**src/rtl/csr_file.sv**
```systemverilog
// csr_file -- machine-mode CSR file for the pipelined RV32 core.
//
// Executes CSRRW/CSRRS/CSRRC (and immediate forms) at writeback, keeps the
// 64-bit cycle and instret counters, and applies trap-entry / mret updates
// to mstatus, mepc and mcause.
//
// Ports:
//   clk, reset         clock, asynchronous active-high reset
//   CSRWriteW          commit a CSR write this cycle
//   csr_addrW          12-bit CSR address
//   csr_funct3W        operation: 001 RW, 010 RS, 011 RC, 101/110/111 imm forms
//   rs1_dataW, zimmW   register / zero-extended immediate operand
//   InstrRetiredW      one instruction retired this cycle
//   TrapW, TrapCauseW, TrapPCW   trap entry request, cause, faulting PC
//   MretW              mret retiring this cycle
//   csr_rdataW         pre-write value of the addressed CSR (0 if unimplemented)
//   mtvec_o, mepc_o    trap target / mret target
//   mie_o              mstatus.MIE
//   illegal_csrW       unimplemented address, or write to a read-only CSR
module csr_file #(
   parameter logic [31:0] RESET_MTVEC = 32'h0000_0000,
   parameter logic [31:0] HART_ID     = 32'd0
) (
   input  logic        clk,
   input  logic        reset,
   input  logic        CSRWriteW,
   input  logic [11:0] csr_addrW,
   input  logic [2:0]  csr_funct3W,
   input  logic [31:0] rs1_dataW,
   input  logic [4:0]  zimmW,
   input  logic        InstrRetiredW,
   input  logic        TrapW,
   input  logic [31:0] TrapCauseW,
   input  logic [31:0] TrapPCW,
   input  logic        MretW,
   output logic [31:0] csr_rdataW,
   output logic [31:0] mtvec_o,
   output logic [31:0] mepc_o,
   output logic        mie_o,
   output logic        illegal_csrW
);

   localparam logic [11:0] A_MSTATUS   = 12'h300;
   localparam logic [11:0] A_MISA      = 12'h301;
   localparam logic [11:0] A_MTVEC     = 12'h305;
   localparam logic [11:0] A_MSCRATCH  = 12'h340;
   localparam logic [11:0] A_MEPC      = 12'h341;
   localparam logic [11:0] A_MCAUSE    = 12'h342;
   localparam logic [11:0] A_MCYCLE    = 12'hB00;
   localparam logic [11:0] A_MINSTRET  = 12'hB02;
   localparam logic [11:0] A_MCYCLEH   = 12'hB80;
   localparam logic [11:0] A_MINSTRETH = 12'hB82;
   localparam logic [11:0] A_CYCLE     = 12'hC00;
   localparam logic [11:0] A_INSTRET   = 12'hC02;
   localparam logic [11:0] A_CYCLEH    = 12'hC80;
   localparam logic [11:0] A_INSTRETH  = 12'hC82;
   localparam logic [11:0] A_MHARTID   = 12'hF14;

   localparam logic [31:0] MISA_VALUE  = 32'h4000_0100;

   // Architectural state
   logic        mie, mpie;
   logic [31:0] mtvec, mscratch, mepc, mcause;
   logic [63:0] mcycle, minstret;

   // Decode / datapath
   logic        implemented, read_only, op_valid, wr;
   logic [31:0] old_val, src, wdata;
   logic [32:0] cyc_lo_sum, ir_lo_sum;
   logic [31:0] cyc_lo_next, cyc_hi_next, ir_lo_next, ir_hi_next;

   // Address decode and read mux
   always_comb begin
      implemented = 1'b1;
      read_only   = 1'b0;
      old_val     = '0;
      case (csr_addrW)
         A_MSTATUS:   old_val = {19'b0, 2'b11, 3'b0, mpie, 3'b0, mie, 3'b0};
         A_MISA:      begin old_val = MISA_VALUE;       read_only = 1'b1; end
         A_MTVEC:     old_val = mtvec;
         A_MSCRATCH:  old_val = mscratch;
         A_MEPC:      old_val = mepc;
         A_MCAUSE:    old_val = mcause;
         A_MCYCLE:    old_val = mcycle[31:0];
         A_MCYCLEH:   old_val = mcycle[63:32];
         A_MINSTRET:  old_val = minstret[31:0];
         A_MINSTRETH: old_val = minstret[63:32];
         A_CYCLE:     begin old_val = mcycle[31:0];     read_only = 1'b1; end
         A_CYCLEH:    begin old_val = mcycle[63:32];    read_only = 1'b1; end
         A_INSTRET:   begin old_val = minstret[31:0];   read_only = 1'b1; end
         A_INSTRETH:  begin old_val = minstret[63:32];  read_only = 1'b1; end
         A_MHARTID:   begin old_val = HART_ID;          read_only = 1'b1; end
         default:     implemented = 1'b0;
      endcase
   end

   assign csr_rdataW   = old_val;
   assign illegal_csrW = !implemented || (CSRWriteW && read_only);

   // Write value: funct3[2] selects the immediate, funct3[1:0] the operation
   always_comb begin
      src      = csr_funct3W[2] ? {27'b0, zimmW} : rs1_dataW;
      op_valid = 1'b1;
      wdata    = old_val;
      case (csr_funct3W[1:0])
         2'b01:   wdata = src;
         2'b10:   wdata = old_val | src;
         2'b11:   wdata = old_val & ~src;
         default: op_valid = 1'b0;
      endcase
   end

   // A trap drops any write retiring alongside it
   assign wr = CSRWriteW && op_valid && !illegal_csrW && !TrapW;

   // Counters: a written half takes the written value; the other half still
   // advances from the pre-write value, so a carry out of an unwritten low
   // half still lands in the high half this cycle.
   always_comb begin
      cyc_lo_sum  = {1'b0, mcycle[31:0]} + 33'd1;
      cyc_lo_next = cyc_lo_sum[31:0];
      cyc_hi_next = mcycle[63:32] + {31'b0, cyc_lo_sum[32]};
      if (wr && csr_addrW == A_MCYCLE)  cyc_lo_next = wdata;
      if (wr && csr_addrW == A_MCYCLEH) cyc_hi_next = wdata;

      ir_lo_sum   = {1'b0, minstret[31:0]} + {32'b0, InstrRetiredW};
      ir_lo_next  = ir_lo_sum[31:0];
      ir_hi_next  = minstret[63:32] + {31'b0, ir_lo_sum[32]};
      if (wr && csr_addrW == A_MINSTRET)  ir_lo_next = wdata;
      if (wr && csr_addrW == A_MINSTRETH) ir_hi_next = wdata;
   end

   always_ff @(posedge clk or posedge reset) begin
      if (reset) begin
         mie      <= 1'b0;
         mpie     <= 1'b0;
         mtvec    <= RESET_MTVEC & 32'hFFFF_FFFC;
         mscratch <= '0;
         mepc     <= '0;
         mcause   <= '0;
         mcycle   <= '0;
         minstret <= '0;
      end else begin
         mcycle   <= {cyc_hi_next, cyc_lo_next};
         minstret <= {ir_hi_next, ir_lo_next};

         // mstatus: trap beats mret beats a CSR write
         if (TrapW) begin
            mpie <= mie;
            mie  <= 1'b0;
         end else if (MretW) begin
            mie  <= mpie;
            mpie <= 1'b1;
         end else if (wr && csr_addrW == A_MSTATUS) begin
            mie  <= wdata[3];
            mpie <= wdata[7];
         end

         if (TrapW) begin
            mepc   <= TrapPCW & 32'hFFFF_FFFC;
            mcause <= TrapCauseW;
         end else begin
            if (wr && csr_addrW == A_MEPC)   mepc   <= wdata & 32'hFFFF_FFFC;
            if (wr && csr_addrW == A_MCAUSE) mcause <= wdata;
         end

         if (wr && csr_addrW == A_MTVEC)    mtvec    <= wdata & 32'hFFFF_FFFC;
         if (wr && csr_addrW == A_MSCRATCH) mscratch <= wdata;
      end
   end

   assign mtvec_o = mtvec;
   assign mepc_o  = mepc;
   assign mie_o   = mie;

endmodule

```
**config.mk**
```make
export PLATFORM = sky130hd
export DESIGN_NAME = csr_file
export DESIGN_NICKNAME = d
export VERILOG_FILES = /design/src/rtl/csr_file.sv
export SDC_FILE = /design/constraint.sdc
export NUM_CORES = 1
export LEC_CHECK = 0
export BUFFER_PORTS_ARGS = -buffer_cell sky130_fd_sc_hd__buf_2
export CAP_MARGIN = 25
export CORE_MARGIN = 2
export CORE_UTILIZATION = 45
export DETAILED_ROUTE_END_ITERATION = 8
export GPL_TIMING_DRIVEN = 0
export SLEW_MARGIN = 20
export SYNTH_ARGS = -nofsm -noshare
export SYNTH_HDL_FRONTEND = slang
export SYNTH_SLANG_ARGS = --single-unit
```
**constraint.sdc**
```tcl
create_clock -name clk -period 10.68 [get_ports clk]
set_clock_uncertainty 0.05 [all_clocks]
set_input_delay 1.602 -clock clk [delete_from_list [all_inputs] [get_ports clk]]
set_output_delay 1.602 -clock clk [all_outputs]
set_load 0.01 [all_outputs]
```
==> impl_metrics.yaml, run 1 <==
floorplanning:
  core_sq_um: 34710
  die-area_sq_um: 36880
  rows: 68
  die_h_um: 192.0
  io_pins: 220
  fp.dieW_um: 192.0
  start_util: 0.4584
yosys:
  synthSimpleGateAreaFrac: 0.2278
  synthFlopType: "dfrtp_1"
  synth_xor_area_frac: 0.08202
  synthMuxAreaShare: 0.04207
  seq_area_frac_synth: 0.3995
  synth_edf_count: 0
  synthesis.area_sq_um: 15910
  ys.warnings.count: 0
  synthTopCellsByArea: "dfrtp_1, xnor2_1, nand2_1"
  synth_area_leader_cell: "dfrtp_1"
  synthCells: 1810
  synthArstFlopShare: 1.000
  yosys.area.top_type_share: 0.3995
  synthDistinctLibCells: 84
  ys_seq_elements: 254
  synth_top_family_by_area: "simple AND/OR/NAND/NOR gates"
  syn_area_per_cell_sq_um: 8.791
  synth_compound_area_frac: 0.1924
  synth_fa_ha_area_frac: 0.005504
clock_tree:
  cts_buffers: 31
  cts.sinks: 254
  postCtsHoldBufs: 0
  cts_tree: "done"
  clock_latency_ns: 0.60
  ctsResizeCount: 0
  root_buffer: "clkbuf_16"
  clk_pin_slew_ns: 0.06
  cts_buffer_depth: 3
  cts_setup_buffers: 0
  htree_num_levels: 1
setup_path:
  worstPathMaxFanout: 10
  endpoint_kind: "output port"
  start_kind: "input pin"
  critical_path_class: "input pin to output port"
  reg2reg_setup_slack_ns: 5.40
  r2r_cells: 15
  cp.required_ns: 9.03
  r2r-start: "minstret[0]"
  r2r-end: "minstret[63]"
  arrival_ns: 4.63
detailed_routing:
  drtIter0Drc: 1876
  routed_wl_um: 70410
  avgViaCountPerCell: 6.435
  vias: 16364
  drtAntennaViolNets: 0
  first_pass_iters: 6
  drc: 0
  wl_per_cell_um: 27.69
final_layout:
  drive_gt1_frac: 0.1892
  stdcell_count: 2543
  num_antenna_cells: 0
  final_common_cell: "buf_2"
  final_cell_mix: "buf_2, dfrtp_1, nand2_1"
  finish.utilization: 0.5386
  nNetsFinal: 2192
  area_growth_pct: 17.51
sta:
  setup_viol: 0
  rsz0062_at_grt: "no"
  min_period_over_period: 0.5885
  hold_viol_final: 0
  layout_min_cycle_time_ns: 6.285
  slew_viol_final: 0
  clock.fmax_ghz: 0.1591
  tightest_slew_ns: 1.173
  max-slew-margin-rel: 0.2133
min_path:
  min_delay_path_depth: 2
  holdPathEnd: "mscratch[2]"
  worstHoldStart: "mscratch[2]"
  min_path_type: "flip-flop to flip-flop"
grt:
  grt_pass1_vias: 15647
  antenna_found_initial: 0
  grt_max_degree: 99
  grt_overflow: 0
  grtUsageTotal: 0.3817
  grt_pass1_wl_um: 102100
status:
  status: "finished clean"
job:
  maxCapViolCount: 0
power_and_ir_drop:
  power_density_nw_per_um2: 128.9
  ir_drop_uv: 123.1
  cellLeakagePower_nw: 8.464
place:
  io_buffers: 208
  routabilityCongestion: 1.002
  dp.cells: 2482
  hpwl_um: 53490
how the worst max path moves through the flow:
stage	start	endpoint	slack, ns	depth (start not counted)
final	csr_addrW[1]	csr_rdataW[8]	4.39	9
after global routing	csr_addrW[1]	csr_rdataW[8]	4.42	9
after CTS	csr_addrW[1]	csr_rdataW[8]	4.57	9
after detailed placement	InstrRetiredW	minstret[63]	4.26	16
after global placement	reset	minstret[7]	-1.38	2
after floorplan	reset	mcause[0]	2.04	1
synth_stat cells, types with 7 or more instances:
library cell	n
nand2_1	189
mux2_2	15
and2_1	11
o21ai_1	15
a2bb2oi_1	11
a21oi_1	132
nand3_1	68
nor3_1	26
mux2i_1	50
buf_4	10
nand2b_1	20
o2111ai_1	34
nor2_1	162
nand4_1	63
buf_2	51
xnor2_1	89
and4_1	14
and3_1	66
a22oi_1	31
inv_1	37
xor2_1	60
nor4_1	27
o211ai_1	25
o21ai_2	10
ha_1	7
a222oi_1	11
dfrtp_1	254
a22o_1	15
o21ai_0	88
clkbuf_1	73
a211o_1	11
nor2b_1	19
a32oi_1	7
flip-flops by register name (all words and copies together), names as in the netlist:
signal	count
mcause	32
mcycle	64
mepc_o	30
mie_o	1
minstret	64
mpie	1
mscratch	32
mtvec_o	30
worst max-delay path, cell delays in order:
cell	delay, ns
buf_2	0.13
buf_2	0.20
nor4_1	0.51
buf_2	0.45
buf_1	0.70
a22oi_1	0.34
o211ai_1	0.34
or2_2	0.20
buf_2	0.13
metrics by stage:
step / setup TNS (ns) / power (mW) / instance area [sq um] / worst slack (ns) / hold slack, ns
2_1_floorplan: 0 / 1.203 / 15920 / 2.043 / 0.3960
3_3_place_gp: -343.36 / 1.319 / 17530 / -1.379 / 0.4081
3_5_place_dp: 0 / 1.327 / 17630 / 4.256 / 0.4169
4_1_cts: 0 / 2.412 / 18660 / 4.573 / 0.4303
5_1_grt: 0 / 2.480 / 18700 / 4.420 / 0.4614
6_report: 0 / 2.410 / 18700 / 4.395 / 0.4309
layer usage:
layer  global-route usage  part of all wire  vias to the layer above
met5                    0                 0                        -
met4               0.1950             0.060                        0
met3              0.08149              0.10                      200
met2               0.5736              0.43                     1021
met1               0.5187              0.41                     8043
li1                     -                 -                     7100
report_power, final:
group / switching, mW / total [mW] / leakage [nW] / internal, mW
combinational: 0.177 / 0.277 / 4.65 / 0.0995
clock: 0.456 / 1.09 / 0.513 / 0.637
sequential: 0.0426 / 1.04 / 3.30 / 0.998
area by class of cell:
cell class,instances,area (sq um)
Fill cell,3320,16020
Multi-Input combinational cell,1378,8775
Sequential cell,254,6356
Timing Repair Buffer,217,1149
Clock buffer,48,909.6
Buffer,143,660.6
Tap cell,455,569.3
Inverter,38,150.1
Clock inverter,10,128.9
logic make-up (layout without fill, tap and decap cells):
kind of cell | count (synthesis) | in the layout
xor gates and xnor gates | 149 | 149
adders and majority gates | 7 | 7
DFF | 254 | 254
and+or+nand+nor | 708 | 708
buffers and inverters | 181 | 456
muxes | 65 | 65
other | 1 | 4
AOI/OAI and AO/OA | 445 | 445
Note: power is estimated with default switching activity, not from simulation.
==> run 2, diff against run 1 <==
--- a/config.mk
+++ b/config.mk
@@ -11,6 +11,7 @@
 export CORE_UTILIZATION = 45
 export DETAILED_ROUTE_END_ITERATION = 8
 export GPL_TIMING_DRIVEN = 0
+export PLACE_DENSITY = 0.67
 export SLEW_MARGIN = 20
 export SYNTH_ARGS = -nofsm -noshare
 export SYNTH_HDL_FRONTEND = slang
==> constraint.sdc (replaced) <==
create_clock -name clk -period 5.4 [get_ports clk]
set_clock_uncertainty 0.05 [all_clocks]
set_input_delay 0.81 -clock clk [delete_from_list [all_inputs] [get_ports clk]]
set_output_delay 0.81 -clock clk [all_outputs]
set_load 0.01 [all_outputs]
==> impl_metrics.yaml, run 2 (synthesis gave the netlist of run 1 again) <==
status:
  status: "finished clean"
grt:
  grt_pass1_vias: 15678
  antenna_found_initial: 0
  grt_pass1_wl_um: 99740
  grt_max_degree: 32
  grtUsageTotal: 0.3696
  grt_overflow: 0
place:
  placed_area_sq_um: 17740
  pre_cts_ws_ns: -0.1740
  routabilityCongestion: 1.001
  hpwl_um: 52510
  io_buffers: 208
clock_tree:
  postCtsHoldBufs: 0
  cts_tree: "done"
  cts_buffer_depth: 3
  cts_setup_buffers: 0
  clk_pin_slew_ns: 0.06
  ctsResizeCount: 0
  cts.sinks: 254
  cts_buffers: 30
  htree_num_levels: 1
  root_buffer: "clkbuf_16"
  clock_latency_ns: 0.59
detailed_routing:
  routed_wl_um: 68770
  first_pass_iters: 6
  drtAntennaViolNets: 0
  drc: 0
  wl_per_cell_um: 27.03
  avgViaCountPerCell: 6.513
  drtIter0Drc: 2067
  vias: 16568
final_layout:
  top_regs: "mcycle x64, minstret x64"
  drive_gt1_frac: 0.1929
  nFillCells: 3276
  num_antenna_cells: 0
  area_growth_pct: 18.23
  final_cell_area_sq_um: 18810
  final_common_cell: "buf_2"
  final_cell_mix: "buf_2, dfrtp_1, nand2_1"
  nNetsFinal: 2197
setup_path:
  worstPathMaxFanout: 9
  critical_path_class: "flip-flop to flip-flop"
  cp.required_ns: 5.80
  arrival_ns: 5.44
  endpoint_kind: "flip-flop"
  start_kind: "flip-flop"
sta:
  min_period_over_period: 0.9335
  hold_viol_final: 0
  tightest_slew_ns: 1.138
  setup_ws_ns: 0.3591
  slew_viol_final: 0
  clock.fmax_ghz: 0.1984
  max-slew-margin-rel: 0.2366
  rsz0062_at_grt: "no"
  setup_viol: 0
  layout_min_cycle_time_ns: 5.041
floorplanning:
  start_util: 0.4584
  core_sq_um: 34710
  fp.dieW_um: 192.0
  io_pins: 220
  die_h_um: 192.0
  die-area_sq_um: 36880
  rows: 68
power_and_ir_drop:
  power_density_nw_per_um2: 255.5
  power.total_mw: 4.806
  ir_drop_uv: 260.0
  cellLeakagePower_nw: 8.512
min_path:
  min_path_type: "input pin to asynchronous set/reset pin"
job:
  maxCapViolCount: 0
run 2: layout make-up:
type | count | area [sq um] | share of cell area
Timing Repair Buffer | 223 | 1257 | 0.06684
Inverter | 38 | 146.4 | 0.007782
Buffer | 143 | 660.6 | 0.03512
Clock buffer | 42 | 875.8 | 0.04656
Sequential cell | 254 | 6356 | 0.3379
Multi-Input combinational cell | 1378 | 8775 | 0.4664
Clock inverter | 11 | 171.4 | 0.009112
Tap cell | 455 | 569.3 | 0.03026
run 2: where the power goes:
| group | internal [mW] | switching (mW) |
|---|---|---|
| Sequential | 1.97 | 0.0830 |
| Clock | 1.31 | 0.881 |
| Combinational | 0.206 | 0.350 |
run 2: critical path, cell delays in order (launching register included):
cell and delay, ns:
dfrtp_1 0.35, ha_1 0.19, ha_1 0.19, nand3_1 0.18, or4_1 0.54, clkbuf_1 0.30
nor3_1 0.44, and3_1 0.38, ha_1 0.24, and3_1 0.27, nand3_2 0.29, or4_1 0.52
clkbuf_1 0.21, nor3_1 0.49, xnor2_1 0.17, mux2i_1 0.08
run 2: path summary, 6_finish.rpt:
check                              from  slack, ns  cells past startpoint            to
min reg2reg                mscratch[14]       0.43                      2  mscratch[14]
min in group clk            TrapPCW[22]       0.38                      3    mepc_o[22]
max in group asynchronous         reset       4.38                      5  minstret[30]
max reg2reg                 minstret[0]       0.36                     15  minstret[63]
max                         minstret[0]       0.36                     15  minstret[63]
min                               reset       0.23                      3     mcause[0]
run 2: stage by stage:
stage / hold WS, ns / util / TNS [ns] / instances
floorplan: 0.3960 / - / 0 / 1813
global placement: 0.4064 / 0.5052 / -128.93 / 2476
detailed placement: 0.4176 / 0.5110 / -0.1740 / 2488
CTS: 0.2416 / 0.5411 / 0 / 2541
global route: 0.2573 / 0.5419 / 0 / 2544
finish: 0.2341 / 0.5419 / 0 / 2544
run 2: per-layer routing:
layer  up-vias  wire length (um)  GRT usage
met1      8111             27730     0.5079
met4         0              4064     0.1958
li1       7094                 -          -
met5         -                 0          0
met2      1138             29320     0.5479
met3       225              7652    0.07546
